[config.mk]
export PLATFORM = sky130hd
export DESIGN_NAME = tlc_phase_scheduler
export DESIGN_NICKNAME = d
export VERILOG_FILES = /design/src/rtl/tlc_pkg.sv /design/src/rtl/tlc_rr_pick.sv /design/src/rtl/tlc_phase_scheduler.sv
export SDC_FILE = /design/constraint.sdc
export NUM_CORES = 1
export LEC_CHECK = 0
export ABC_AREA = 0
export BUFFER_PORTS_ARGS = -buffer_cell sky130_fd_sc_hd__buf_2
export CAP_MARGIN = 20
export CELL_PAD_IN_SITES_DETAIL_PLACEMENT = 0
export CELL_PAD_IN_SITES_GLOBAL_PLACEMENT = 1
export CORE_ASPECT_RATIO = 1.4
export CORE_MARGIN = 8
export CORE_UTILIZATION = 40
export DETAILED_ROUTE_END_ITERATION = 8
export PLACE_DENSITY_LB_ADDON = 0.2
export SLEW_MARGIN = 20
export SYNTH_ARGS = -nofsm -noshare
export SYNTH_HDL_FRONTEND = slang
export SYNTH_SLANG_ARGS = --single-unit
[constraint.sdc]
create_clock -name CLK -period 2.6 [get_ports CLK]
set_input_delay 0.13 -clock CLK [delete_from_list [all_inputs] [get_ports CLK]]
set_output_delay 0.13 -clock CLK [all_outputs]
set_load 0.005 [all_outputs]
[src/rtl/tlc_pkg.sv]
// Shared encodings and default timings for the intersection phase scheduler.
package tlc_pkg;

  typedef enum logic [2:0] {
    ST_ALL_RED = 3'd0,
    ST_LEFT    = 3'd1,
    ST_GREEN   = 3'd2,
    ST_YELLOW  = 3'd3,
    ST_PED     = 3'd4
  } tlc_state_e;

  localparam logic [1:0] RD_A = 2'd0;
  localparam logic [1:0] RD_B = 2'd1;
  localparam logic [1:0] RD_C = 2'd2;

  localparam int unsigned L_TIME_DEF  = 2;
  localparam int unsigned G_TIME_DEF  = 4;
  localparam int unsigned Y_TIME_DEF  = 1;
  localparam int unsigned AR_TIME_DEF = 1;
  localparam int unsigned P_TIME_DEF  = 3;
  localparam int unsigned CW_DEF      = 4;

endpackage

[src/rtl/tlc_rr_pick.sv]
// Round-robin selector: first pending road strictly after cur, in A->B->C->A order.
module tlc_rr_pick
  import tlc_pkg::*;
(
  input  logic [2:0] pend,
  input  logic [1:0] cur,
  output logic [1:0] next_cur,
  output logic       any
);

  logic [1:0] w_idx;
  logic       w_found;

  always_comb begin
    any      = |pend;
    next_cur = cur;
    w_idx    = RD_A;
    w_found  = 1'b0;
    // cur itself is visited last, so a road pending again waits for the others
    for (int unsigned k = 1; k <= 3; k++) begin
      w_idx = 2'((32'(cur) + k) % 32'd3);
      if (!w_found && pend[w_idx]) begin
        next_cur = w_idx;
        w_found  = 1'b1;
      end
    end
  end

endmodule

[src/rtl/tlc_phase_scheduler.sv]
// Three-road light phase scheduler with round-robin grants and a pedestrian walk phase.
// Optional macro TLC_PED_COUNTDOWN_EN adds the PED_CNT walk countdown output.
module tlc_phase_scheduler
  import tlc_pkg::*;
#(
  parameter int unsigned L_TIME  = L_TIME_DEF,
  parameter int unsigned G_TIME  = G_TIME_DEF,
  parameter int unsigned Y_TIME  = Y_TIME_DEF,
  parameter int unsigned AR_TIME = AR_TIME_DEF,
  parameter int unsigned P_TIME  = P_TIME_DEF,
  parameter int unsigned CW      = CW_DEF
) (
  input  logic          CLK,
  input  logic          RESET,
  input  logic          ENABLE,
  input  logic [2:0]    REQ,
  input  logic          PED_L,
  input  logic          PED_R,
  output logic          GA,
  output logic          YA,
  output logic          RA,
  output logic          LA,
  output logic          GB,
  output logic          YB,
  output logic          RB,
  output logic          LB,
  output logic          GC,
  output logic          YC,
  output logic          RC,
  output logic          LC,
  output logic          RL,
  output logic          GL,
  output logic          RR,
  output logic          GR,
  output logic [2:0]    PHASE
`ifdef TLC_PED_COUNTDOWN_EN
  ,
  output logic [CW-1:0] PED_CNT
`endif
);

  localparam logic [CW-1:0] T_L  = CW'(L_TIME - 1);
  localparam logic [CW-1:0] T_G  = CW'(G_TIME - 1);
  localparam logic [CW-1:0] T_Y  = CW'(Y_TIME - 1);
  localparam logic [CW-1:0] T_AR = CW'(AR_TIME - 1);
  localparam logic [CW-1:0] T_P  = CW'(P_TIME - 1);

  tlc_state_e    r_state, w_state_nxt;
  logic [1:0]    r_cur, w_cur_nxt;
  logic [CW-1:0] r_timer, w_timer_nxt;
  logic [2:0]    r_pend, w_pend_nxt;
  logic          r_pl, r_pr, w_pl_nxt, w_pr_nxt;
  logic [2:0]    r_g, r_y, r_r, r_l;
  logic [2:0]    w_g, w_y, w_r, w_l, w_sel;
  logic          r_gl, r_gr, w_gl, w_gr;
  logic          w_enter_left, w_leave_ped;
  logic [1:0]    w_pick;
  logic          w_any;

  tlc_rr_pick u_pick (
    .pend     (r_pend),
    .cur      (r_cur),
    .next_cur (w_pick),
    .any      (w_any)
  );

  always_comb begin
    w_state_nxt  = r_state;
    w_cur_nxt    = r_cur;
    w_timer_nxt  = r_timer;
    w_enter_left = 1'b0;
    w_leave_ped  = 1'b0;
    if (ENABLE) begin
      if (r_timer != '0) begin
        w_timer_nxt = r_timer - CW'(1);
      end else begin
        unique case (r_state)
          ST_ALL_RED: begin
            if (r_pl || r_pr) begin
              w_state_nxt = ST_PED;
              w_timer_nxt = T_P;
            end else if (w_any) begin
              w_state_nxt  = ST_LEFT;
              w_cur_nxt    = w_pick;
              w_timer_nxt  = T_L;
              w_enter_left = 1'b1;
            end else begin
              w_timer_nxt = T_AR;
            end
          end
          ST_LEFT: begin
            w_state_nxt = ST_GREEN;
            w_timer_nxt = T_G;
          end
          ST_GREEN: begin
            w_state_nxt = ST_YELLOW;
            w_timer_nxt = T_Y;
          end
          ST_YELLOW: begin
            w_state_nxt = ST_ALL_RED;
            w_timer_nxt = T_AR;
          end
          ST_PED: begin
            w_state_nxt = ST_ALL_RED;
            w_timer_nxt = T_AR;
            w_leave_ped = 1'b1;
          end
          default: begin
            w_state_nxt = ST_ALL_RED;
            w_timer_nxt = T_AR;
          end
        endcase
      end
    end
  end

  // Demand latches every cycle; a new request in the clearing cycle survives.
  always_comb begin
    w_sel      = 3'b001 << w_cur_nxt;
    w_pend_nxt = (r_pend & ~(w_enter_left ? w_sel : 3'b000)) | REQ;
    w_pl_nxt   = (r_pl & ~w_leave_ped) | PED_L;
    w_pr_nxt   = (r_pr & ~w_leave_ped) | PED_R;
  end

  // Lights are decoded from the next-state values so the registers line up with r_state.
  always_comb begin
    w_g  = '0;
    w_y  = '0;
    w_l  = '0;
    w_r  = '1;
    w_gl = 1'b0;
    w_gr = 1'b0;
    unique case (w_state_nxt)
      ST_LEFT:   w_l = w_sel;
      ST_GREEN: begin
        w_g = w_sel;
        w_r = ~w_sel;
      end
      ST_YELLOW: begin
        w_y = w_sel;
        w_r = ~w_sel;
      end
      ST_PED: begin
        w_gl = w_pl_nxt;
        w_gr = w_pr_nxt;
      end
      default: ;
    endcase
  end

  always_ff @(posedge CLK or negedge RESET) begin
    if (!RESET) begin
      r_state <= ST_ALL_RED;
      r_cur   <= RD_C;
      r_timer <= T_AR;
      r_pend  <= '0;
      r_pl    <= 1'b0;
      r_pr    <= 1'b0;
      r_g     <= '0;
      r_y     <= '0;
      r_l     <= '0;
      r_r     <= '1;
      r_gl    <= 1'b0;
      r_gr    <= 1'b0;
    end else begin
      r_state <= w_state_nxt;
      r_cur   <= w_cur_nxt;
      r_timer <= w_timer_nxt;
      r_pend  <= w_pend_nxt;
      r_pl    <= w_pl_nxt;
      r_pr    <= w_pr_nxt;
      r_g     <= w_g;
      r_y     <= w_y;
      r_l     <= w_l;
      r_r     <= w_r;
      r_gl    <= w_gl;
      r_gr    <= w_gr;
    end
  end

`ifdef TLC_PED_COUNTDOWN_EN
  logic [CW-1:0] r_ped_cnt;

  always_ff @(posedge CLK or negedge RESET) begin
    if (!RESET) begin
      r_ped_cnt <= '0;
    end else begin
      r_ped_cnt <= (w_state_nxt == ST_PED) ? w_timer_nxt : '0;
    end
  end

  assign PED_CNT = r_ped_cnt;
`endif

  assign {GA, GB, GC} = {r_g[0], r_g[1], r_g[2]};
  assign {YA, YB, YC} = {r_y[0], r_y[1], r_y[2]};
  assign {RA, RB, RC} = {r_r[0], r_r[1], r_r[2]};
  assign {LA, LB, LC} = {r_l[0], r_l[1], r_l[2]};
  assign GL    = r_gl;
  assign GR    = r_gr;
  assign RL    = ~r_gl;
  assign RR    = ~r_gr;
  assign PHASE = r_state;

endmodule

======== Yosys cells after proc, flatten, opt, wreduce, memory -nomap -nowiden ========
Index checks and enable logic that the tools add are counted.
cells by class
  add/sub/neg operators ................... 4
  div/mod/pow operators ................... 3
  magnitude comparators ................... 3
  equal/unequal tests ..................... 7
  shift operators ......................... 1
  mux-type cells .......................... 40
  bitwise operators ....................... 11
  reductions and logical operators ........ 9
operators by type and width
  operator                                                                  number
  32-bit by 2-bit remainder unit with 32-bit output, second input constant  3
  3-bit two-way mux                                                         9
  2-bit two-way mux                                                         9
  1-bit two-way mux                                                         16
  3-bit by 2-bit equality test with 1-bit output, second input constant     3
  2-bit by 3-bit < comparator with 1-bit output, second input constant      3
  3-bit case mux with 3 select lines                                        1
  4-bit case mux with 2 select lines                                        1
  2-bit by 2-bit adder with 3-bit output, second input constant             2
  1-bit binary-select mux with 2-bit select                                 3
  3-bit by 1-bit equality test with 1-bit output, second input constant     2
  3-bit equality test, second input constant                                2
  3-bit inverter                                                            2
  4-bit two-way mux                                                         1
  4-bit nonzero test                                                        1
  4-bit by 1-bit subtractor with 4-bit output, second input constant        1
  2-bit by 1-bit adder with 3-bit output, second input constant             1
  3-bit bitwise AND                                                         1
  3-bit zero test                                                           1
  1-bit inverter                                                            3
  3-bit OR                                                                  1
  3-bit OR reduction                                                        1
  1-bit by 2-bit left shift with 3-bit output, first input constant         1
  1-bit bitwise AND                                                         2
  other kinds (5)                                                           8
storage, ports and cells
  bits in registers ....................... 28
  input port bits ......................... 8

======== Logic depth before layout (Yosys ltp) ========
  depth after elaboration ................. 21
  mapped depth ............................ 9
  depth with buffers taken out ............ 8

======== By module ========
A second synthesis with hierarchy kept.
unflattened totals
  cells, all modules ...................... 155
  area total of the unflattened synthesis .. 1514.0 um^2
modules (own cells, without submodules)
  module               times used  cells each  area an instance (um^2)
  tlc_phase_scheduler  1           118         1234.9
  tlc_rr_pick          1           37          279.0

======== Worst setup path after synthesis ========
No wires, ideal clock.
  path kind ............................... register -> register
  start point ............................. register r_cur[1]
  end point ............................... register r_r[0]
  arrival ................................. 2.305 ns
  required time ........................... 2.512 ns
  path slack .............................. 0.207 ns
  cell stages (with the launch flop) ...... 10
  buffers on the path ..................... 1
  period minus slack after synthesis ...... 2.393 ns
  cell sequence ........................... dfstp_2 inv_1 ha_1 buf_6 o21ba_1 a221o_1 a221o_1 o21ai_4 inv_4 or3_1
between the ends
  cells in the longest elaborated chain, start to end .. 19
  elaborated cells on any way between the ends .. 29
  classes of those cells .................. add/sub: 3; div: 3; shift: 1; mux: 17; bitwise: 1; reduce/logical: 4
ends and longest elaborated chain
  item                                               line                                                    RTL
  start, declared                                    tlc_phase_scheduler.sv:49                               logic [1:0] r_cur, w_cur_nxt;
  start signal, assigned                             tlc_phase_scheduler.sv:167                              r_cur <= w_cur_nxt;
  2-bit by 1-bit adder with 3-bit output             tlc_rr_pick.sv:21                                       w_idx = 2'((32'(cur) + k) % 32'd3);
  32-bit by 2-bit remainder unit with 32-bit output  tlc_rr_pick.sv:21
  1-bit binary-select mux with 2-bit select          tlc_rr_pick.sv:22                                       if (!w_found && pend[w_idx]) begin
  1-bit two-way mux (implied by the code)            tlc_rr_pick.sv:22
  1-bit two-way mux                                  tlc_rr_pick.sv:22
  1-bit zero test                                    tlc_rr_pick.sv:22
  1-bit logical AND                                  tlc_rr_pick.sv:22
  1-bit two-way mux                                  tlc_rr_pick.sv:22
  (+5 left out)                                      n/a
  2-bit two-way mux (*)                              tlc_phase_scheduler.sv:77                               unique case (r_state)
  2-bit two-way mux (*)                              tlc_phase_scheduler.sv:74                               if (r_timer != '0) begin
  2-bit two-way mux (*)                              tlc_phase_scheduler.sv:73                               if (ENABLE) begin
  named net w_cur_nxt[0]                             tlc_phase_scheduler.sv:49
  1-bit by 2-bit left shift with 3-bit output (*)    tlc_phase_scheduler.sv:119                              w_sel = 3'b001 << w_cur_nxt;
  3-bit inverter (*)                                 tlc_phase_scheduler.sv:137, tlc_phase_scheduler.sv:141
  3-bit two-way mux (*)                              n/a
  named net w_r[0]                                   tlc_phase_scheduler.sv:54                               logic [2:0] w_g, w_y, w_r, w_l, w_sel;
  end signal, assigned                               tlc_phase_scheduler.sv:175                              r_r <= w_r;
  end, declared                                      tlc_phase_scheduler.sv:53                               logic [2:0] r_g, r_y, r_r, r_l;
The timed path passes the listed nets; every way through them passes the cells marked *. The select of a mux whose other input is x is not followed.
A chain may end at the register's enable or synchronous reset.

======== Worst setup path after layout ========
  start point ............................. register r_cur[0]
  end point ............................... register r_r[0]
between the ends
  cells in the longest elaborated chain, start to end .. 19
  elaborated cells on any way between the ends .. 29
  classes of those cells .................. add/sub: 3; div: 3; shift: 1; mux: 17; bitwise: 1; reduce/logical: 4
ends and longest elaborated chain
  item                                               line
  2-bit by 1-bit adder with 3-bit output             tlc_rr_pick.sv:21
  32-bit by 2-bit remainder unit with 32-bit output  tlc_rr_pick.sv:21
  1-bit binary-select mux with 2-bit select          tlc_rr_pick.sv:22
  1-bit two-way mux (implied by the code)            tlc_rr_pick.sv:22
  1-bit two-way mux                                  tlc_rr_pick.sv:22
  1-bit zero test                                    tlc_rr_pick.sv:22
  1-bit logical AND                                  tlc_rr_pick.sv:22
  1-bit two-way mux                                  tlc_rr_pick.sv:22
  (+5 left out)                                      n/a
  2-bit two-way mux                                  tlc_phase_scheduler.sv:77
  2-bit two-way mux                                  tlc_phase_scheduler.sv:74
  2-bit two-way mux (*)                              tlc_phase_scheduler.sv:73
  named net w_cur_nxt[0]                             tlc_phase_scheduler.sv:49
  1-bit by 2-bit left shift with 3-bit output (*)    tlc_phase_scheduler.sv:119
  3-bit inverter (*)                                 tlc_phase_scheduler.sv:137, tlc_phase_scheduler.sv:141
  3-bit two-way mux (*)                              n/a
  named net w_r[0]                                   tlc_phase_scheduler.sv:54
Marks and branches as above.

==> flow_metrics.tcl <==
set metrics [dict create \
    status "finished, final reports clean" \
    ys_seq_area_share_pct 45.8 \
    grt_pass1_vias 1301 \
    cts-buffers-inserted 3 \
    synth_top_area_share_pct 39.0 \
    tritoncts "built" \
    finalCritPeriodShare_pct 94.4 \
    clock_latency_ns 0.28 \
    endpoint_kind "register" \
    post-place-ws_ns 0.0843 \
    io_pins 27 \
    peakVddDrop_uv 447 \
    synth_cell_types 49 \
    drt-total-wl_um 3700 \
    dp_hpwl_um 2880 \
    dr_wl_met3_um 111 \
    die_w_um 68.5 \
    hp-class "input port to register" \
    fp.dieH_um 89.5 \
    gp_congestion 0.848 \
    synth_warnings 0 \
    worst-endpoint-required_ns 2.81 \
    synth_ff_type "dfrtp_1" \
    routedWlPerCell_um 16.1 \
    tns_ns 0 \
    ys_top_cells_by_count "dfrtp_1 (24), nor2_1 (11), inv_1 (10), nand2_1 (10), o21ai_0 (10)" \
    dpl_cell_area_mm2 0.00174 \
    drt-initial-drc-count 38 \
    grt_first_pass_wirelength_um 6240 \
    portBuffers 26 \
    htreeDepth 1 \
    p_per_area_mw_per_mm2 759 \
    postSynthAreaPerCell_um2 9.95 \
    start_kind "register" \
    overflow 0 \
    hold_violations 0 \
    core_mm2 0.00368 \
    timing.fmax_ghz 0.408 \
    setup_slack_ns 0.147 \
    routed-via-count 1281 \
    cp_max_fo 12 \
    ant_nets 0 \
    drc 0 \
    avgViaCountPerCell 5.57 \
    yosys.cell_count.top_type "dfrtp_1" \
    syn_nets 166 \
    p_leak_uw 0.000817 \
    utilization_pct 49.9 \
    cap_violations 0 \
    critical_path_class "register to register" \
    grt_usage_pct 13.2 \
    ys_ff_latch 28 \
    start_util_pct 41.9 \
    rows 26 \
    die_area_mm2 0.00612 \
    path_clk_slew_ns 0.10 \
    synth_edf_count 0 \
    drt-pass1-iter-count 4 \
    dr.max_layer_used "met4" \
    met2_wirelength_um 1960 \
    final_layout_size_suffix_gt1_share_pct 31.9 \
    yosys.area.top_type "dfrtp_1" \
    clock_path_buffers 2 \
    area_growth_pct 19.1 \
    tightest_slew_ns 0.630 \
    relSlewSlack_pct 58.0 \
    finClkSkew_ns 0.00525 \
    arrival_ns 2.66 \
    setup_violations 0 \
    grt_max_degree 29 \
    async_reset_ff_share_pct 100 \
    syn_inst 155 \
    met1_length_um 1600 \
    netlist_top_cells_area "dfrtp_1 (39%), dfstp_2 (6.8%), a21o_1 (3.4%)" \
    slew_violations 0 \
    fin_nets 200 \
    num_antenna_cells 0 \
    antenna_found_initial 0 \
    root_buffer "clkbuf_8" \
    rsz0062_at_grt "no" \
    finalPower_uw 1390 \
    synth_area_mm2 0.00154 \
    clkSinkCount 28 \
    cts_setup_buffers 0 \
    fin_area_mm2 0.00184 \
    min_period_ns 2.45 \
]
critical path, stage by stage, from the launching register on:
cell and delay, ns:
dfrtp_1 0.40, inv_1 0.08, ha_2 0.43, or4bb_1 0.53, o21ai_0 0.12, a31oi_1 0.20
o21ai_4 0.16, inv_4 0.09, or3_1 0.37
what timing repair did:
action	in CTS	in global routing
hold buffers	1	0
gates resized for setup	0	3
setup endpoints to repair	0	9
endpoints found under the hold margin	24	0
final timing paths:
path                       cells past startpoint  slack (ns)                      to                    from
max                                            8        0.15        r_r[0]$_DFF_PN1_      r_cur[0]$_DFF_PN0_
min                                            2        0.02     r_pend[1]$_DFF_PN0_                  REQ[1]
max reg2reg                                    8        0.15        r_r[0]$_DFF_PN1_      r_cur[0]$_DFF_PN0_
min reg2reg                                    2        0.56  r_timer[1]$_DFFE_PN0P_  r_timer[1]$_DFFE_PN0P_
max in group asynchronous                      2        1.79  r_timer[3]$_DFFE_PN0P_                   RESET
min in group asynchronous                      2        0.38            GR$_DFF_PN0_                   RESET
registers in the layout, indices dropped and copies added (netlist names), 2 cells and up:
register,flops
r_r,3
PHASE,3
r_g,3
r_pend,3
r_timer,4
r_y,3
r_l,3
r_cur,2
kinds of logic (layout without fill, tap and decap cells):
group	Yosys count	in the layout	synth area share, %
DFF	28	28	45.8
adders and majority gates	3	3	2.44
muxes	1	1	0.730
AOI/OAI and AO/OA	45	45	20.7
buffers and inverters	19	52	6.49
and+or+nand+nor	59	59	23.9
per-layer routing:
| layer | global-route usage [%] | vias to the layer above |
|---|---|---|
| li1 | - | 632 |
| met1 | 14.8 | 622 |
| met2 | 24.3 | 21 |
| met3 | 2.13 | 6 |
| met4 | 3.93 | 0 |
| met5 | 0 | - |
cell type report:
cell class | instances | area, um2
multi-input cells | 108 | 747
flip-flops and latches | 28 | 706
inverters | 11 | 43.8
fillers | 357 | 1840
clock inverters | 1 | 30.0
repair buffers | 37 | 215
clock buffers | 3 | 41.3
well taps | 42 | 52.6
cell usage in the layout, fill, tap and decap left out, types with 2 or more instances in the layout:
cell type	count
a21o_1	7
a21oi_1	5
a221o_1	2
a31oi_1	4
buf_2	26
buf_4	10
clkbuf_8	3
dfrtp_1	24
dfstp_2	4
ha_2	2
inv_1	10
nand2_1	10
nand3_1	4
nor2_1	11
nor2b_1	5
nor3_1	7
nor3b_1	3
nor4_2	2
nor4b_2	2
o211ai_1	3
o21a_1	2
o21ai_0	10
o31ai_1	2
or3_1	3
power breakdown:
group | internal (uW) | switching (uW) | total, uW
combinational | 213 | 274 | 488
sequential | 513 | 43.1 | 556
clock | 206 | 143 | 350
total | 933 | 461 | 1390
per-stage QoR:
| stage | hold WS (ns) | instances |
|---|---|---|
| 2_1_floorplan | -0.166 | 155 |
| 3_3_place_gp | 0.177 | 225 |
| 3_5_place_dp | 0.188 | 225 |
| 4_1_cts | 0.0226 | 230 |
| 5_1_grt | 0.0288 | 230 |
| 6_report | 0.0228 | 230 |
Power figures use the tool's default switching activity.
